## src/rtl/mux_rr_reg_if.sv

```systemverilog
// Streaming bundle between the channel sources, the mux and its sink.
// Sized by channel count and data width; channel index width is derived.
interface mux_rr_reg_if #(
    parameter int N_CH   = 8,
    parameter int DATA_W = 8
);
    localparam int SEL_W = $clog2(N_CH);

    logic [N_CH-1:0]        in_valid;
    logic [N_CH*DATA_W-1:0] in_data;
    logic [N_CH-1:0]        in_ready;
    logic                   out_valid;
    logic [DATA_W-1:0]      out_data;
    logic [SEL_W-1:0]       out_ch;
    logic                   out_ready;

    modport master (
        output in_valid,
        output in_data,
        input  in_ready,
        input  out_valid,
        input  out_data,
        input  out_ch,
        output out_ready
    );

    modport slave (
        input  in_valid,
        input  in_data,
        output in_ready,
        output out_valid,
        output out_data,
        output out_ch,
        input  out_ready
    );
endinterface

```

## src/rtl/mux_rr_reg.sv

```systemverilog
// N-channel mux with fixed or round-robin selection and a registered
// valid/ready output slot that reports the winning channel index.
module mux_rr_reg #(
    parameter int N_CH   = 8,
    parameter int DATA_W = 8
) (
    input  logic                     clk,
    input  logic                     rst_n,
    input  logic                     mode,
    input  logic [$clog2(N_CH)-1:0]  sel,
    mux_rr_reg_if.slave              bus
);
    localparam int SEL_W = $clog2(N_CH);

    logic [SEL_W-1:0] rr_ptr;
    logic [SEL_W-1:0] rr_g;
    logic             rr_hit;
    logic             fx_hit;
    logic [SEL_W-1:0] g;
    logic             hit;
    logic             free;
    logic             grant;
    logic [SEL_W:0]   idx;

    assign free = !bus.out_valid || bus.out_ready;

    // Scan downward so the channel closest to rr_ptr wins last.
    always_comb begin
        rr_hit = 1'b0;
        rr_g   = '0;
        idx    = '0;
        for (int k = N_CH - 1; k >= 0; k--) begin
            idx = {1'b0, rr_ptr} + (SEL_W + 1)'(k);
            if (idx >= (SEL_W + 1)'(N_CH))
                idx = idx - (SEL_W + 1)'(N_CH);
            if (bus.in_valid[idx[SEL_W-1:0]]) begin
                rr_hit = 1'b1;
                rr_g   = idx[SEL_W-1:0];
            end
        end
    end

    assign fx_hit = (int'(sel) < N_CH) && bus.in_valid[sel];

    always_comb begin
        hit = 1'b0;
        g   = '0;
        unique case (mode)
            1'b1: begin
                hit = rr_hit;
                g   = rr_g;
            end
            1'b0: begin
                hit = fx_hit;
                g   = sel;
            end
        endcase
    end

    assign grant = rst_n && free && hit;

    assign bus.in_ready = grant
        ? ({{(N_CH-1){1'b0}}, 1'b1} << g)
        : '0;

    always_ff @(posedge clk or negedge rst_n) begin
        if (!rst_n) begin
            bus.out_valid <= 1'b0;
            bus.out_data  <= '0;
            bus.out_ch    <= '0;
            rr_ptr        <= '0;
        end else if (free) begin
            bus.out_valid <= grant;
            if (grant) begin
                bus.out_data <= bus.in_data[int'(g)*DATA_W +: DATA_W];
                bus.out_ch   <= g;
            end
            if (grant && mode)
                rr_ptr <= (g == SEL_W'(N_CH - 1)) ? '0 : g + 1'b1;
        end
    end
endmodule

```

## src/flat_wrapper.sv

```systemverilog
// flat-port wrapper written by rule: the top's interface ports become plain ports
module mux_rr_reg_flat 
#(
    parameter int N_CH   = 8,
    parameter int DATA_W = 8
)
  (clk, rst_n, mode, sel, bus_in_valid, bus_in_data, bus_in_ready, bus_out_valid, bus_out_data, bus_out_ch, bus_out_ready);
  mux_rr_reg_if #(.N_CH(N_CH), .DATA_W(DATA_W)) bus_i ();
  input  logic clk;
  input  logic rst_n;
  input  logic mode;
  input  logic [$clog2(N_CH)-1:0] sel;
  input wire logic [$bits(bus_i.in_valid)-1:0] bus_in_valid;
  input wire logic [$bits(bus_i.in_data)-1:0] bus_in_data;
  output wire logic [$bits(bus_i.in_ready)-1:0] bus_in_ready;
  output wire logic [$bits(bus_i.out_valid)-1:0] bus_out_valid;
  output wire logic [$bits(bus_i.out_data)-1:0] bus_out_data;
  output wire logic [$bits(bus_i.out_ch)-1:0] bus_out_ch;
  input wire logic [$bits(bus_i.out_ready)-1:0] bus_out_ready;
  assign bus_i.in_valid = bus_in_valid;
  assign bus_i.in_data = bus_in_data;
  assign bus_in_ready = bus_i.in_ready;
  assign bus_out_valid = bus_i.out_valid;
  assign bus_out_data = bus_i.out_data;
  assign bus_out_ch = bus_i.out_ch;
  assign bus_i.out_ready = bus_out_ready;
  mux_rr_reg #(.N_CH(N_CH), .DATA_W(DATA_W)) u_core (.clk(clk), .rst_n(rst_n), .mode(mode), .sel(sel), .bus(bus_i));
endmodule
```

## config.mk

```make
export PLATFORM = sky130hd
export DESIGN_NAME = mux_rr_reg_flat
export DESIGN_NICKNAME = d
export VERILOG_FILES = /design/src/rtl/mux_rr_reg_if.sv /design/src/rtl/mux_rr_reg.sv /design/src/flat_wrapper.sv
export SDC_FILE = /design/constraint.sdc
export NUM_CORES = 1
export LEC_CHECK = 0
export BUFFER_PORTS_ARGS = -buffer_cell sky130_fd_sc_hd__buf_2
export CAP_MARGIN = 20
export CELL_PAD_IN_SITES_DETAIL_PLACEMENT = 0
export CELL_PAD_IN_SITES_GLOBAL_PLACEMENT = 2
export CORE_AREA = 5 5 98 100
export CTS_CLUSTER_DIAMETER = 200
export CTS_CLUSTER_SIZE = 40
export DETAILED_ROUTE_END_ITERATION = 16
export DIE_AREA = 0 0 103 105
export PLACE_DENSITY = 0.89
export SLEW_MARGIN = 10
export SYNTH_ARGS = -nofsm -noshare
export SYNTH_HDL_FRONTEND = slang
export SYNTH_SLANG_ARGS = --single-unit
```

## constraint.sdc

```tcl
create_clock -name clk -period 5.25 [get_ports clk]
set_input_delay 0.2625 -clock clk [delete_from_list [all_inputs] [get_ports clk]]
set_output_delay 0.2625 -clock clk [all_outputs]
set_load 0.1 [all_outputs]
```

==> results of run 1 <==
-- power groups by stage --
stage / Clock [mW] / Sequential, mW / Combinational, mW
2_1_floorplan: 0 / 0.514 / 1.25
3_3_place_gp: 0 / 0.214 / 1.88
3_5_place_dp: 0 / 0.215 / 1.89
4_1_cts: 0.0955 / 0.214 / 1.89
5_1_grt: 0.0997 / 0.222 / 2.02
6_report: 0.0921 / 0.214 / 1.89
-- repair_timing --
action,CTS,global route
endpoints found under the setup margin,0,0
resized for setup,0,0
hold buffers,1,0
hold endpoints to repair,15,0
-- area by class of cell --
class	count	area (µm²)	area share, %
clock buffer	4	45.04	1.507
inverter	11	41.29	1.381
multi-input combinational	205	1854	62.03
sequential	15	375.4	12.56
tap	108	135.1	4.521
timing repair buffer	104	538.0	18.00
-- placed cells by master, fill, tap and decap left out, types with 3 or more instances in the layout --
cell type / count
a21o_1: 3
mux2_2: 15
xor2_1: 5
inv_1: 11
nor3_1: 6
o22a_1: 3
nand3_1: 4
mux2i_1: 19
nor3b_1: 3
a221oi_1: 3
o21ai_0: 3
mux4_2: 13
o22ai_1: 8
buf_2: 98
clkbuf_8: 3
a22oi_1: 3
dfrtp_1: 15
nand2_1: 8
mux2_1: 7
a21oi_1: 3
a21boi_0: 10
o32ai_1: 8
and3_1: 11
nor2_1: 16
buf_4: 5
a211oi_1: 9
mux2_4: 8
-- worst max-delay path: cells and delay by family (launching register included) --
family	cells	cell delay, ns
compound gates	3	1.12
mux	2	0.89
fa+ha+maj	1	0.57
buf+inv	2	0.55
simple gates	2	0.41
flops	1	0.34
-- kinds of logic (layout without fill, tap and decap cells) --
group                    after synthesis  after routing  share of synthesized area (%)
AO/OA/AOI/OAI                         75             75                          25.33
multiplexers                          62             62                          36.11
AND/OR/NAND/NOR                       61             61                          13.65
buffers and inverters                 28            119                          6.054
flip-flops                            15             15                          15.93
XOR/XNOR                               5              5                          1.859
adder cells (fa/ha/maj)                2              2                          1.062
-- registers in the layout, summed over array words and instances, names as in the netlist --
register and cells:
u_core.bus.out_ch 3, u_core.bus.out_valid 1, u_core.bus.out_data 8, u_core.rr_ptr 3
-- path summary, 6_finish.rpt --
| check | depth (start not counted) | slack, ns | start | end |
|---|---|---|---|---|
| worst min register to register | 1 | 0.49 | u_core.bus.out_ch[2] | u_core.bus.out_ch[2] |
| worst min-delay path | 3 | 0.31 | bus_out_ready | u_core.bus.out_valid |
| worst max register to register | 10 | 1.31 | u_core.rr_ptr[1] | u_core.bus.out_data[5] |
| min in group asynchronous | 2 | 0.47 | rst_n | u_core.bus.out_data[5] |
| worst max-delay path | 10 | 0.84 | u_core.rr_ptr[1] | bus_in_ready[7] |
| max in group asynchronous | 2 | 4.52 | rst_n | u_core.rr_ptr[0] |
-- metal layers --
layer	vias to the layer above	wire length, µm	GRT usage [%]	share of wire [%]
li1	1177	-	-	-
met1	1197	3455	18.58	44
met2	90	3936	23.51	50
met3	2	490	1.999	6.2
met4	0	12	1.758	0.15
met5	-	0	0	0
==> results by group, run 1 <==
Status
  – Status: finished, final reports clean

Power
  – Leakage Power: between 1 and 1.5 nW
  – Flop pwr share: between 9 and 10%
  – Int Pwr: 0.9117 mW
  – Power Total: ~2.2 mW
  – Peak VDD IR: 0.0004800 V
  – Net Sw Frac: 58.49%
  – Clock power frac: under 10%
  – Pwr Density: 734.7 nW/µm²
  – Switching pwr: roughly 1.3 mW
  – Combinational fraction of design power: 86.1%

Yosys
  – Synth top area cells: dfrtp_1 (16%), mux4_2 (12%), mux2i_1 (8.1%)
  – Post-synth top area share: between 10% and 20%
  – Area leader, netlist: dfrtp_1
  – Number of synthesized register bits: 15
  – Syn Std Cell Area: roughly 2400 µm²
  – Syn. warnings: 0
  – Post-synthesis sequential area ratio: between 10% and 20%
  – Cells after Synth: between 200 and 250
  – Post-synth top cells: mux2i_1 (19), nor2_1 (16), dfrtp_1 (15), mux2_2 (15), mux4_2 (13)
  – Async SR Flop Fraction: 100.0%
  – Count leader, synth: mux2i_1
  – Avg Cell Area, Syn: around 9.5 µm²
  – Post-synth EDFFs: 0
  – Syn Nets: roughly 330
  – Top FF cell, synth: dfrtp_1
  – Cell variety after synth: 57

Timing
  – Post-route minimum period: ~4.4 ns
  – Final worst slack: about 0.84 ns
  – Least-Margin Pin Slew: roughly 0.86 ns
  – Slew Limit Headroom: around 43%
  – Setup tns final: 0 ns
  – Slew Limit Fails: 0
  – Achievable frequency: between 200 and 250 MHz
  – RSZ-0062 raised after global routing: false
  – Clk_skew: about 0.002 ns
  – Fin. Hold Viols: 0
  – Final Setup Violations: 0
  – Hold Slack: about 0.31 ns
  – Period utilization: a little over four fifths

CTS
  – Cts bufs inserted: 3
  – CTS root buf: clkbuf_8
  – H-tree level count: 1
  – CTS tree: yes
  – Worst skew pair latency: between 0.2 and 0.25 ns
  – Clk slew on worst S/H paths: approximately 0.060 ns
  – # Post-CTS Setup Buffers: 0
  – Clock Sinks: 15
  – Clock tree buffer depth: 2

Drt
  – 1st-iter DRT viols: ~210
  – Vias per cell: roughly 5.5
  – Routed wire length: just under 8000 µm
  – DR WL/cell: 17.66 µm
  – Drc violations: 0
  – Vias: between 2000 and 2500
  – Drt pass-1 iters: 4
  – Final ANT Viol Nets: 0

Placement
  – Place WS: between 1 and 1.5 ns
  – Dpl hpwl: 6230 µm
  – Dpl cells: between 400 and 500
  – Placed Instance Area: approximately 2900 µm²
  – IO Port Bufs: between 90 and 100
  – RePlAce Congestion: between 0.8 and 0.9

Final layout
  – Diodes inserted: 0
  – Post-route cell area: between 2000 and 3000 µm²
  – Fill cells: 930
  – Fin nets: approximately 420
  – Share of layout cells above drive strength 1: 44.54%
  – Area Growth Syn to Fin: 26.87%
  – Non-Filler Instances: roughly 450
  – Final core utilization: 34.78%

Global routing
  – Global-route wire length before repair: ~12000 µm
  – GRT Util Overall: 13.72%
  – Initial antenna violation count: 0
  – GRT overflow: 0
  – Largest net degree at the start of global routing: 27
  – Vias in the first global route: between 2000 and 2500

Job
  – Max-cap violations: 0

Floorplan
  – DIE AREA: around 11000 µm²
  – # IOs: between 90 and 100
  – Initial Util: between 20% and 30%
  – Die width: around 100 µm
  – Num rows: 34
  – Core area: 8593 µm²
  – Die height: about 110 µm

Setup path
  – Worst path max stage delay: 0.69 ns
  – Critical Path Source Type: flop
  – Crit path kind: reg -> out
  – Critical Path End Type: output port
  – CP cell instances: inv_1, ha_1, mux2_2, mux4_2, a311oi_1, a31oi_1, a2bb2oi_4, nand3_1, nor2_1, buf_2
  – Worst Path Arrival: just over 4 ns
  – Crit-path max FO: 26
  – Req. time, crit path: around 5.0 ns
  – Slowest cell on crit path: a2bb2oi_4

Worst hold path
  – Hold Crit Class: in -> reg
(Power assumes the default switching activity.)
==> run 2: changes to the inputs <==
--- a/config.mk
+++ b/config.mk
@@ -9,12 +9,12 @@
 export CAP_MARGIN = 20
 export CELL_PAD_IN_SITES_DETAIL_PLACEMENT = 0
 export CELL_PAD_IN_SITES_GLOBAL_PLACEMENT = 2
-export CORE_AREA = 5 5 98 100
+export CORE_AREA = 5 5 104 106
 export CTS_CLUSTER_DIAMETER = 200
 export CTS_CLUSTER_SIZE = 40
 export DETAILED_ROUTE_END_ITERATION = 16
-export DIE_AREA = 0 0 103 105
-export PLACE_DENSITY = 0.89
+export DIE_AREA = 0 0 109 111
+export PLACE_DENSITY = 0.84
 export SLEW_MARGIN = 10
 export SYNTH_ARGS = -nofsm -noshare
 export SYNTH_HDL_FRONTEND = slang
==> constraint.sdc (replaced) <==
create_clock -name clk -period 3.9 [get_ports clk]
set_input_delay 0.195 -clock clk [delete_from_list [all_inputs] [get_ports clk]]
set_output_delay 0.195 -clock clk [all_outputs]
set_load 0.1 [all_outputs]
==> run 2 against run 1 <==
Against the previous run: global-route usage decreased by 0.71 points; count of clock-buffer cells in the layout decreased by 1; sequential cell count unchanged; power increased by 52%; critical endpoint is now bus_in_ready[4]; non-clock buffer count increased by 17; worst hold slack got worse by 0.074 ns; critical path depth unchanged; largest power group unchanged; setup slack got worse by 0.67 ns; combinational power increased by 54%; first-iteration DRC count decreased by 41%.
==> results by group, run 2 (same netlist as run 1, synthesis figures left out) <==
Status
  – Status: finished, final reports clean

Timing
  – Fin. Hold Viols: 0
  – Final worst slack: about 0.17 ns
  – Slew Limit Headroom: approximately three fifths
  – Setup tns final: 0 ns
  – Slew Limit Fails: 0
  – Hold Slack: ~0.24 ns
  – Post-route minimum period: approximately 3.7 ns
  – Clk_skew: 0.004244 ns
  – RSZ-0062 raised after global routing: false
  – Period utilization: about 96%
  – Least-Margin Pin Slew: approximately 0.61 ns
  – Achievable frequency: about 270 MHz
  – Final Setup Violations: 0

Global routing
  – Largest net degree at the start of global routing: 22
  – Global-route wire length before repair: roughly 13000 µm
  – Initial antenna violation count: 0
  – GRT Util Overall: 13.00%
  – Vias in the first global route: approximately 2600
  – GRT overflow: 0

Drt
  – Vias per cell: around 5
  – Drt pass-1 iters: 4
  – 1st-iter DRT viols: roughly 120
  – Drc violations: 0
  – Vias: between 2000 and 2500
  – Final ANT Viol Nets: 0
  – Routed wire length: roughly 7800 µm
  – DR WL/cell: approximately 16 µm

CTS
  – Clock Sinks: 15
  – CTS tree: yes
  – Clock tree buffer depth: 2
  – Clk slew on worst S/H paths: ~0.06 ns
  – Cts bufs inserted: 3
  – H-tree level count: 1
  – Worst skew pair latency: approximately 0.25 ns
  – CTS root buf: clkbuf_8

Power
  – Switching pwr: about 1.8 mW
  – Clock power frac: around 3.7%
  – Net Sw Frac: between 50 and 60%
  – Power Total: about 3.3 mW
  – Pwr Density: ~980 nW/µm²
  – Peak VDD IR: about 0.0004 V
  – Leakage Power: between 1 and 1.5 nW
  – Flop pwr share: under 10%
  – Int Pwr: ~1.5 mW
  – Combinational fraction of design power: a little under 90%

Floorplan
  – # IOs: 99
  – Die height: 111 µm
  – DIE AREA: approximately 12000 µm²
  – Core area: just under 10000 µm²
  – Die width: between 100 and 150 µm
  – Initial Util: approximately a quarter
  – Num rows: 36

Placement
  – Placed Instance Area: 3267 µm²
  – IO Port Bufs: slightly below 100
  – RePlAce Congestion: between 0.8 and 0.9
  – Dpl hpwl: 6375 µm
  – Place WS: -0.05898 ns

Final layout
  – Diodes inserted: 0
  – Fin nets: about 440
  – Most common cell after layout, fill and taps aside: buf_2
  – Share of layout cells above drive strength 1: between 50% and 60%
  – Max FFs per register: 8
  – Area Growth Syn to Fin: 43.81%
  – Most flops, register: u_core.bus.out_data
  – Post-route cell area: around 3400 µm²
  – Most frequent cells in the layout: buf_2 (90), buf_4 (20), mux2i_1 (19), mux2_2 (15), dfrtp_1 (15)
  – Largest regs: u_core.bus.out_data x8, u_core.bus.out_ch x3, u_core.rr_ptr x3

Setup path
  – Critical Path End Type: output port
  – Critical Path Source Type: flop
  – Req. time, crit path: ~3.7 ns
  – Worst Path Arrival: about 3.5 ns
  – Crit path kind: reg -> out
  – Crit-path max FO: 9

Job
  – Max-cap violations: 0

Worst hold path
  – Hold Crit Class: in -> reg
==> run 2: power groups by stage <==
stage | logic [mW] | clock network (mW) | registers [mW]
2_1_floorplan | 1.83 | 0 | 0.692
5_1_grt | 3.11 | 0.141 | 0.319
3_3_place_gp | 2.82 | 0 | 0.308
4_1_cts | 2.87 | 0.131 | 0.306
3_5_place_dp | 2.83 | 0 | 0.307
6_report | 2.91 | 0.125 | 0.305
==> run 2: timing repair <==
action,CTS,global route
resized for setup,1,1
buffers inserted,2,6
endpoints found under the setup margin,4,7
hold buffers,1,0
pin swaps,1,2
hold endpoints to repair,15,0
==> run 2: routing by layer <==
| layer | up-vias | wire length (µm) | GRT usage [%] |
|---|---|---|---|
| li1 | 1212 | - | - |
| met2 | 84 | 3914 | 21.66 |
| met4 | 0 | 141 | 3.367 |
| met3 | 12 | 544 | 3.203 |
| met1 | 1146 | 3241 | 16.58 |
| met5 | - | 0 | 0 |
==> run 2: final cells by class <==
class	instances	area, µm²
Sequential cell	15	375.4
Tap cell	133	166.4
Multi-Input combinational cell	205	1946
Fill cell	994	6296
Timing Repair Buffer	121	810.8
Clock buffer	3	41.29
Clock inverter	1	5.005
Inverter	11	43.79
==> run 2: path summary, 6_finish.rpt <==
check / from / endpoint / slack [ns] / cells after the start
min in group asynchronous: rst_n / u_core.bus.out_data[3] / 0.40 / 2
setup reg to reg: u_core.rr_ptr[0] / u_core.bus.out_data[0] / 0.30 / 11
setup / recovery: u_core.rr_ptr[0] / bus_in_ready[4] / 0.17 / 10
hold / removal: bus_out_ready / u_core.bus.out_valid / 0.24 / 3
hold reg to reg: u_core.bus.out_valid / u_core.bus.out_valid / 0.50 / 1
max in group asynchronous: rst_n / u_core.bus.out_data[6] / 3.22 / 2
==> run 2: critical path, stage by stage (launching register included) <==
cell and delay [ns]:
dfrtp_1 0.44, inv_2 0.12, ha_4 0.36, mux2_2 0.36, mux4_2 0.51, and3_4 0.18
or4_4 0.52, a2bb2oi_4 0.20, or2_4 0.30, nor2_4 0.11, buf_12 0.18
==> run 2: metrics by stage <==
stage | std cells | util (%)
2_1_floorplan | 248 | -
3_3_place_gp | 476 | 33.73
3_5_place_dp | 476 | 33.73
4_1_cts | 483 | 34.52
5_1_grt | 489 | 34.99
6_report | 489 | 34.99
==> run 3: changes to the inputs <==
--- a/config.mk
+++ b/config.mk
@@ -15,6 +15,7 @@
 export DETAILED_ROUTE_END_ITERATION = 16
 export DIE_AREA = 0 0 109 111
 export PLACE_DENSITY = 0.84
+export REMOVE_ABC_BUFFERS = 1
 export SLEW_MARGIN = 10
 export SYNTH_ARGS = -nofsm -noshare
 export SYNTH_HDL_FRONTEND = slang
==> run 3 against run 2 <==
Against the previous run: final area fell by 5.3%; setup slack got worse by 0.036 ns; critical path depth did not move; die area did not move; worst hold slack got worse by 0.012 ns; clock power rose by 4%; largest power group unchanged; critical path type unchanged; critical endpoint is now bus_in_ready[5]; via count barely moved; first-iteration DRC count rose by 17%.
==> results by group, run 3 (same netlist as run 1, synthesis figures left out) <==
Drt
  – DR WL/cell: about 17 µm
  – Vias per cell: about 5.1
  – Drt pass-1 iters: 4
  – 1st-iter DRT viols: around 140
  – Drc violations: 0
  – Vias: between 2000 and 2500
  – Routed wire length: between 8000 and 9000 µm
  – Final ANT Viol Nets: 0

Timing
  – Achievable frequency: ~270 MHz
  – Final Setup Violations: 0
  – Fin. Hold Viols: 0
  – Slew Limit Headroom: 58.59%
  – Final worst slack: between 0.1 and 0.15 ns
  – Post-route minimum period: 3.763 ns
  – Period utilization: between 90% and 100%
  – Clk_skew: 0.001126 ns
  – Slew Limit Fails: 0
  – RSZ-0062 raised after global routing: false
  – Least-Margin Pin Slew: around 0.62 ns
  – Hold Slack: roughly 0.23 ns

Setup path
  – Setup slack, reg-to-reg: about 0.38 ns
  – Reg2reg end: u_core.bus.out_data[7]
  – Crit path kind: reg -> out
  – R2r startpoint: u_core.rr_ptr[1]
  – Critical Path End Type: output port
  – Critical Path Source Type: flop
  – FF-to-FF path depth: 11
  – Crit-path max FO: 12
  – Req. time, crit path: between 3 and 4 ns
  – Worst Path Arrival: 3.57 ns

Final layout
  – Fin nets: 428
  – Area Growth Syn to Fin: 36.17%
  – Max FFs per register: 8
  – Most common cell after layout, fill and taps aside: buf_2
  – Final core utilization: 33.13%
  – Most frequent cells in the layout: buf_2 (90), mux2i_1 (19), nor2_1 (16), mux2_2 (15), dfrtp_1 (15)
  – Diodes inserted: 0
  – Largest regs: u_core.bus.out_data x8, u_core.bus.out_ch x3, u_core.rr_ptr x3
  – Share of layout cells above drive strength 1: 45.95%
  – Fill cells: about 1000
  – Most flops, register: u_core.bus.out_data

Placement
  – IO Port Bufs: 98
  – RePlAce Congestion: slightly below 0.9
  – Place WS: between 0.2 and 0.25 ns
  – Dpl hpwl: 6505 µm

CTS
  – Clk slew on worst S/H paths: roughly 0.06 ns
  – CTS tree: yes
  – CTS root buf: clkbuf_8
  – Cts bufs inserted: 3
  – H-tree level count: 1
  – Worst skew pair latency: roughly 0.25 ns
  – # Post-CTS Setup Buffers: 0
  – Clock Sinks: 15
  – Clock tree buffer depth: 2

Worst hold path
  – Worst hold stages: 3
  – Hold wc startpoint: bus_out_ready
  – Hold Crit Class: in -> reg
  – Hold Crit Endpoint: u_core.bus.out_valid

Global routing
  – GRT overflow: 0
  – GRT Util Overall: 13.16%
  – Vias in the first global route: between 2000 and 3000
  – Global-route wire length before repair: 13100 µm
  – Initial antenna violation count: 0
  – Largest net degree at the start of global routing: 22

Job
  – Max-cap violations: 0

Power
  – Pwr Density: 977.7 nW/µm²
  – Leakage Power: about 1.4 nW
  – Peak VDD IR: about 0.00033 V

Floorplan
  – Initial Util: between 20% and 30%
  – Die width: ~110 µm
  – Core area: ~9700 µm²
  – Num rows: 36
  – # IOs: 99
  – Die height: 111 µm
  – DIE AREA: around 12000 µm²

Status
  – Status: finished, final reports clean
run 3: worst max-delay path by stage:
stage / from / to / slack [ns] / depth (start not counted)
2_1_floorplan: u_core.rr_ptr[1] / bus_in_ready[2] / -2.17 / 8
3_3_place_gp: u_core.rr_ptr[0] / bus_in_ready[5] / 0.26 / 10
3_5_place_dp: u_core.rr_ptr[1] / u_core.bus.out_data[4] / 0.23 / 11
4_1_cts: u_core.rr_ptr[1] / bus_in_ready[5] / 0.07 / 10
5_1_grt: u_core.rr_ptr[1] / bus_in_ready[5] / 0.0003 / 10
6_report: u_core.rr_ptr[1] / bus_in_ready[5] / 0.14 / 10
run 3: cell type report:
cell class / instances / area [µm²] / share of cell area, %
Inverter: 11 / 41.29 / 1.287
Timing Repair Buffer: 111 / 710.7 / 22.15
Sequential cell: 15 / 375.4 / 11.70
Clock buffer: 4 / 45.04 / 1.404
Tap cell: 133 / 166.4 / 5.187
Multi-Input combinational cell: 205 / 1869 / 58.27
run 3: timing repair:
| action | CTS | global route |
|---|---|---|
| gates resized for setup | 1 | 3 |
| hold buffers | 1 | 0 |
| endpoints found under the setup margin | 2 | 8 |
| endpoints found under the hold margin | 15 | 0 |
run 3: critical path, stage by stage, from the launching register on:
cell and delay, ns:
dfrtp_1 0.35, inv_1 0.08, ha_4 0.36, mux2_2 0.37
mux4_2 0.49, and3_1 0.19, or4_1 0.58, a2bb2oi_4 0.20
or2_4 0.27, nor2_1 0.20, buf_12 0.21
run 3: per-layer routing:
metal | share of wire (%) | GRT usage [%] | up-vias
li1 | - | - | 1188
met1 | 45 | 17.36 | 1185
met2 | 49 | 22.19 | 73
met3 | 5.2 | 2.330 | 7
met4 | 1.3 | 2.862 | 0
met5 | 0 | 0 | -
run 3: per-stage QoR:
stage / power (mW) / std cells / cell area [µm²] / setup TNS, ns
finish: 3.136 / 479 / 3208 / 0
CTS: 3.068 / 479 / 3179 / 0
global placement: 2.910 / 474 / 3122 / 0
detailed placement: 2.925 / 474 / 3122 / 0
global route: 3.343 / 479 / 3208 / 0
floorplan: 2.270 / 231 / 2255 / -16.47
run 3: power breakdown:
part	internal, mW	switching [mW]	leakage [nW]
clock network	0.0725	0.0579	0.0228
registers	0.231	0.0626	0.171
logic	1.06	1.65	1.20
total	1.36	1.78	1.39
